===== config.mk =====
export PLATFORM = sky130hd
export DESIGN_NAME = fetch_sequencer
export DESIGN_NICKNAME = d
export VERILOG_FILES = /design/src/rtl/fetch_sequencer_pkg.sv /design/src/rtl/fetch_sequencer.sv
export SDC_FILE = /design/constraint.sdc
export NUM_CORES = 1
export LEC_CHECK = 0
export CAP_MARGIN = 20
export CORE_AREA = 2 2 39 41
export DETAILED_ROUTE_END_ITERATION = 12
export DIE_AREA = 0 0 41 43
export PLACE_DENSITY = 0.44
export RECOVER_POWER = 50
export SLEW_MARGIN = 10
export SYNTH_ARGS = -nofsm -noshare
export SYNTH_HDL_FRONTEND = slang
export SYNTH_SLANG_ARGS = --single-unit

===== constraint.sdc =====
create_clock -name clk -period 1.2 [get_ports clk]
set_input_delay 0.12 -clock clk [delete_from_list [all_inputs] [get_ports clk]]
set_output_delay 0.12 -clock clk [all_outputs]
set_load 0.01 [all_outputs]

===== src/rtl/fetch_sequencer_pkg.sv =====
// Shared definitions for the fetch sequencer: next-PC select encoding,
// controller state encoding and the instruction RAM read latency.
package fetch_sequencer_pkg;

  // Next-PC source driven to the fetch datapath mux.
  typedef enum logic [1:0] {
    PcHold    = 2'd0,
    PcInc     = 2'd1,
    PcBranch  = 2'd2,
    PcRestart = 2'd3
  } pc_sel_e;

  typedef enum logic [1:0] {
    StIdle  = 2'd0,
    StFetch = 2'd1,
    StMem   = 2'd2,
    StFlush = 2'd3
  } state_e;

  // Instruction RAM read latency in cycles; the return tracking is one flop deep.
  localparam int unsigned RamLatency = 1;

endpackage


===== src/rtl/fetch_sequencer.sv =====
// Fetch sequencer: controller for the instruction-fetch datapath. It decides each
// cycle whether the shared RAM serves an instruction fetch or an exec load/store,
// tracks the one-cycle fetch return, steers the next-PC mux and flushes the FIFO
// on an exec redirect.
//
// Ports:
//   clk                 rising-edge clock
//   reset_i             asynchronous active-high reset
//   restart_i           exec redirect (restart address held in the datapath)
//   load_store_valid_i  exec requests a RAM data access
//   store_en_i          qualifies the access as a store
//   p_bit_i             predict-taken bit of the returning instruction
//   fifo_full_i         FIFO full (one skid entry still free)
//   fifo_valid_i        FIFO head valid
//   pc_sel_o            next-PC source (HOLD/INC/BRANCH/RESTART)
//   ram_src_o           RAM address source: 0 PC path, 1 load/store address
//   ram_we_o            RAM write enable
//   fifo_enqueue_o      enqueue the returning instruction/address
//   fifo_clear_o        flush the FIFO
//   load_data_valid_o   RAM read data is load data this cycle
//   instruction_valid_o head instruction valid to exec
module fetch_sequencer
  import fetch_sequencer_pkg::*;
(
  input  logic       clk,
  input  logic       reset_i,
  input  logic       restart_i,
  input  logic       load_store_valid_i,
  input  logic       store_en_i,
  input  logic       p_bit_i,
  input  logic       fifo_full_i,
  input  logic       fifo_valid_i,
  output logic [1:0] pc_sel_o,
  output logic       ram_src_o,
  output logic       ram_we_o,
  output logic       fifo_enqueue_o,
  output logic       fifo_clear_o,
  output logic       load_data_valid_o,
  output logic       instruction_valid_o
);

  // Return tracking below is a single flop; a deeper RAM needs a pipeline here.
  if (RamLatency != 1) begin : gen_latency_check
    $error("fetch_sequencer supports a RAM read latency of exactly one cycle");
  end

  state_e  state_q, state_d;
  logic    ret_v_r, ret_v_d;
  logic    store_q, store_d;
  logic    load_pend_q, load_pend_d;
  logic    issue;
  logic    clear;
  pc_sel_e pc_sel;

  always_ff @(posedge clk or posedge reset_i) begin
    if (reset_i) begin
      state_q     <= StIdle;
      ret_v_r     <= 1'b0;
      store_q     <= 1'b0;
      load_pend_q <= 1'b0;
    end else begin
      state_q     <= state_d;
      ret_v_r     <= ret_v_d;
      store_q     <= store_d;
      load_pend_q <= load_pend_d;
    end
  end

  // Priority in every state: restart > load/store > fetch.
  always_comb begin
    state_d     = state_q;
    store_d     = store_q;
    load_pend_d = 1'b0;
    issue       = 1'b0;
    clear       = 1'b0;
    pc_sel      = PcHold;
    unique case (state_q)
      StIdle: begin
        if (restart_i) begin
          clear   = 1'b1;
          state_d = StFlush;
        end else begin
          state_d = StFetch;
        end
      end
      StFetch: begin
        if (restart_i) begin
          clear   = 1'b1;
          state_d = StFlush;
        end else if (load_store_valid_i) begin
          store_d = store_en_i;
          state_d = StMem;
        end else if (!fifo_full_i) begin
          issue  = 1'b1;
          // A predicted-taken return redirects this very fetch to its target.
          pc_sel = (ret_v_r && p_bit_i) ? PcBranch : PcInc;
        end
      end
      StMem: begin
        // The write itself completes regardless; a restart only drops load data.
        load_pend_d = !store_q && !restart_i;
        if (restart_i) begin
          clear   = 1'b1;
          state_d = StFlush;
        end else begin
          state_d = StFetch;
        end
      end
      StFlush: begin
        // Nothing can be returning here (the restart cycle issued no fetch), so
        // keeping the clear asserted is harmless and covers the whole redirect.
        clear = 1'b1;
        if (restart_i) begin
          state_d = StFlush;
        end else begin
          issue   = 1'b1;
          pc_sel  = PcRestart;
          state_d = StFetch;
        end
      end
      default: state_d = StIdle;
    endcase
  end

  // A fetch never issues alongside a restart, so the only return that needs
  // squashing is the one arriving in the restart cycle itself.
  assign ret_v_d             = issue;
  assign fifo_enqueue_o      = ret_v_r && !restart_i;
  assign fifo_clear_o        = clear;
  assign pc_sel_o            = pc_sel;
  assign ram_src_o           = (state_q == StMem);
  assign ram_we_o            = (state_q == StMem) && store_q;
  assign load_data_valid_o   = load_pend_q;
  assign instruction_valid_o = fifo_valid_i && !restart_i && !clear;

endmodule

Word level (Yosys, flattened, before mapping)
Cells that the tools add are included.

word-level totals
  bits in registers = 5
  bits of input ports = 8
  output and inout port bits = 8
  word-level logic and storage cells = 40

cells by class
  equal/unequal tests = 4
  multiplexer cells = 18
  bitwise logic cells = 1
  reduce and logical (&&, ||, !) cells = 13

operator list
  kind                number
  $mux 2              8
  $pmux 2 s2          2
  $logic_and 1x1->1   6
  $mux 1              6
  $reduce_or 3->1     2
  $eq 2x2->1 const B  2
  $pmux 1 s2          2
  $logic_not 1->1     3
  $ne 3x3->1 const B  1
  $reduce_and 3->1    1
  $eq 2x1->1 const B  1
  $logic_not 2->1     1
  $not 1->1           1

Longest topological paths before layout
Gate-level depths: netlist of the first run.

  depth in word-level cells = 6
  depth in mapped cells = 2
  mapped depth without buffers = 2

Worst setup path after synthesis of the first run
No wires, ideal clock.

  kind = reg-to-reg
  start point = register state_q[1]
  end point = register store_q
  library setup time = 0.125 ns
  data arrival time = 0.982 ns
  required time = 1.075 ns
  slack = 0.093 ns
  stages on the path, launching flop included = 3
  buffers on the path = 0
  clock period less this slack = 1.107 ns
  path through = dfrtp_1 > and4bb_4 > mux2_4

between the ends
  word-level cells in the longest chain between the ends = 2

ends and longest elaborated chain
  element                     line                   text
  start, declared             fetch_sequencer.sv:47  state_e state_q, state_d;
  start signal, assigned      fetch_sequencer.sv:57  state_q <= StIdle;
  start signal, assigned      fetch_sequencer.sv:62  state_q <= state_d;
  $eq 2x1->1                  fetch_sequencer.sv:77  unique case (state_q)
  $reduce_and 3->1 (no line)  n/a
  end signal, assigned        fetch_sequencer.sv:64  store_q <= store_d;
  end, declared               fetch_sequencer.sv:49  logic store_q, store_d;

No other way between the ends.
A chain may end at the register's enable or synchronous reset.

Worst setup path after layout of the first run
  start point = register state_q[1]
  end point = output port pc_sel_o[0]

between the ends
  word-level cells in the longest chain between the ends = 2
  elaborated cells on any way between the ends = 3
  those cells by class = eq/ne: 2; mux: 1

ends and longest elaborated chain
  element                                          line                   text
  $eq 2x2->1 / $eq 2x1->1 (equally long branches)  fetch_sequencer.sv:77
  $pmux 2 s2 (*)                                   fetch_sequencer.sv:77
  end, declared                                    fetch_sequencer.sv:33  output logic [1:0] pc_sel_o,

Every way passes the cells marked *; elsewhere a longest branch is shown, timed or not.

==> flow_summary.json, run 1 <==
{
  "cp_num_buf_inv": 1,
  "instances_no_fill": 67,
  "start_util_pct": 19.1,
  "synth_cells": 25,
  "synth_fp_nets": 33,
  "io_pins": 16,
  "synthTopCellsByArea": "dfrtp_1 47%, and4bb_4 6.2%, mux2_4 5.7%, inv_1 4.3%, nand2_1 4.3%",
  "fin_crit_ps": 1310,
  "outcome": "complete, but fails checks",
  "die_h_um": 43,
  "synth-seq-cells": 5,
  "synth_top_cell_by_area": "dfrtp_1",
  "seq_area_frac_synth_pct": 47.4,
  "max_stage_delay_ps": 400,
  "hp-class": "input port to async pin",
  "dp_hpwl_um": 514,
  "synth_top_family_by_area": "simple AND/OR/NAND/NOR gates",
  "setup_tns_ps": -535,
  "grt_usage_pct": 10.9,
  "power_density_nw_per_um2": 981,
  "yosysTopAreaCellShare_pct": 47.4,
  "synth_compound_area_share_pct": 16.1,
  "grt_overflow": 0,
  "clockRootBuffer": "clkbuf_4",
  "drive_above_1_share_pct": 56.9,
  "synth.distinct_cells": 16,
  "drt_wl_total_um": 768,
  "worstPathRequired_ps": 1080,
  "areaGrowthSynthToFinish_pct": 105,
  "firstDrtPassIters": 1,
  "fp.dieW_um": 41,
  "vias": 275,
  "grt_start_max_net_pins": 6,
  "yosys.area_share.xor_xnor_pct": 0,
  "ys_async_sr_fraction_pct": 100,
  "swShare_pct": 25.6,
  "clock_sinks": 5,
  "worst_setup_path_end_kind": "output pin",
  "fin_skew_ps": 4.08,
  "fp-row-count": 14,
  "n_antenna_cell": 0,
  "ys.flop_type": "dfrtp_1",
  "grt_pass1_vias": 319,
  "ys_top_cells_by_count": "5 x dfrtp_1, 3 x inv_1, 3 x nand2_1",
  "power_uw": 531,
  "postSynthAreaPerCell_um2": 10.6,
  "fin_ws_ps": -106,
  "antenna_found_initial": 0,
  "crit_path_max_fanout": 3,
  "internal_power_uw": 395,
  "via_per_inst": 4.10,
  "port_buffers": 15,
  "clkPwrFrac_pct": 37.3,
  "drtAntennaViolNets": 0,
  "leakagePower_nw": 0.264,
  "synth_fa_ha_area_share_pct": 0,
  "die-area_um2": 1760,
  "violations": "setup timing",
  "maxCapViolations": 0,
  "hold_viol_final": 0,
  "max_freq_mhz": 766,
  "core_area_um2": 1380,
  "critPathKind": "flip-flop to output pin",
  "gp_congestion": 0.656,
  "switchingPower_uw": 136,
  "vdd_drop_max_v": 0.000384,
  "cts_tree": "yes",
  "clkLatencyLatePin_ps": 240,
  "relSlewSlack_pct": 87.2,
  "synth_area_um2": 264,
  "grt_pass1_wl_um": 1250,
  "drc": 0,
  "synth_edf_count": 0,
  "cts_made_buffers": 3,
  "report.final.slew_viol_count": 0,
  "nets": 60,
  "p_comb_share_pct": 25.2,
  "h-tree-depth": 1,
  "critPathLaunchType": "flip-flop",
  "yosysWarnings": 0,
  "place_inst": 61,
  "synth.mux.area_fraction_pct": 5.69,
  "rsz0062_at_grt": "true",
  "seqPwrFrac_pct": 37.5,
  "cp_cell_sequence": "o21ba_4 > a311oi_2 > buf_2",
  "clockBufferDepth": 2,
  "routedWlPerCell_um": 11.5,
  "drtIter0Drc": 0,
  "slowest_stage": "dfrtp_1",
  "arrival_ps": 1190,
  "yosys.area_share.simple_pct": 26.5,
  "post-synth-top-count-cell": "dfrtp_1",
  "setup_viol": 7,
  "crit_family": "flip-flops",
  "worst_pin_slew_ps": 192,
  "period_share_pct": 109,
  "clk_transition_reported_paths_ps": 50
}
-- metal layers --
layer  GRT usage (%)  share of wire, %  vias to the layer above
met4            8.00                 0                        0
met5               0                 0                        -
met2            19.4                54                       10
li1                -                 -                      138
met1            10.2                39                      127
met3            1.57               6.6                        0
-- logic make-up (layout without fill, tap and decap cells) --
family / count (synthesis) / count (layout)
muxes: 1 / 1
DFF: 5 / 5
buffers and inverters: 3 / 29
and+or+nand+nor: 11 / 11
AOI/OAI and AO/OA: 5 / 5
-- power by group through the flow --
stage	clock network, mW	logic [mW]	registers (mW)
CTS	0.209	0.135	0.200
global route	0.221	0.146	0.201
floorplan	0	0.0510	0.196
finish	0.198	0.134	0.199
global placement	0	0.121	0.198
detailed placement	0	0.123	0.199
-- sequential cells by signal (all words and copies together) (netlist names) --
register	count
load_data_valid_o	1
ret_v_r	1
state_q	2
store_q	1
-- final timing paths --
path / from / end / slack [ps] / cells past startpoint
hold / removal: reset_i / state_q[1] / 210 / 2
setup reg to reg: state_q[0] / store_q / -80 / 4
min in group clk: restart_i / ret_v_r / 370 / 3
setup / recovery: state_q[1] / pc_sel_o[0] / -110 / 3
max in group asynchronous: reset_i / state_q[0] / 800 / 2
hold reg to reg: store_q / load_data_valid_o / 480 / 1
-- through the flow --
step | setup slack (ps) | hold slack, ps | util, % | cell area [um^2]
detailed placement | -530 | 335 | 34.1 | 472
global placement | -474 | 331 | 34.1 | 472
finish | -106 | 207 | 39.2 | 542
floorplan | 93.0 | -101 | - | 264
global route | -171 | 237 | 39.2 | 542
CTS | -111 | 69.3 | 39.2 | 543
-- worst register-to-register path, cell delays in order, from the launching register on --
cell and delay [ps]:
dfrtp_2 440, buf_6 140, buf_6 110, and4bb_4 190, mux2_4 290
-- layout by cell type, fill, tap and decap left out, drive strengths merged, types with 2 or more instances in the layout --
cell	count
dlygate4sd2	2
clkbuf	5
buf	13
nor2	2
clkdlybuf4s50	5
dfrtp	5
inv	3
nand2	3
-- layout make-up --
class                           instances  area, um^2
Tap cell                               16        20.0
Fill cell                             151         842
Clock buffer                            4        26.3
Multi-Input combinational cell         17         165
Timing Repair Buffer                   22         193
Sequential cell                         5         126
Inverter                                3        11.3
-- timing repair --
action,in CTS,in global routing
buffers inserted,2,0
endpoints found under the setup margin,9,8
pin swaps,4,0
hold buffers,0,0
gates resized for setup,42,2
(Power assumes the default switching activity.)
==> run 2: changes to the inputs <==
--- a/config.mk
+++ b/config.mk
@@ -7,6 +7,7 @@
 export LEC_CHECK = 0
 export CAP_MARGIN = 20
 export CORE_AREA = 2 2 39 41
+export CTS_CLUSTER_SIZE = 12
 export DETAILED_ROUTE_END_ITERATION = 12
 export DIE_AREA = 0 0 41 43
 export PLACE_DENSITY = 0.44
==> results of run 2 <==
Final layout, timing and power as in run 1 (identical DEF).
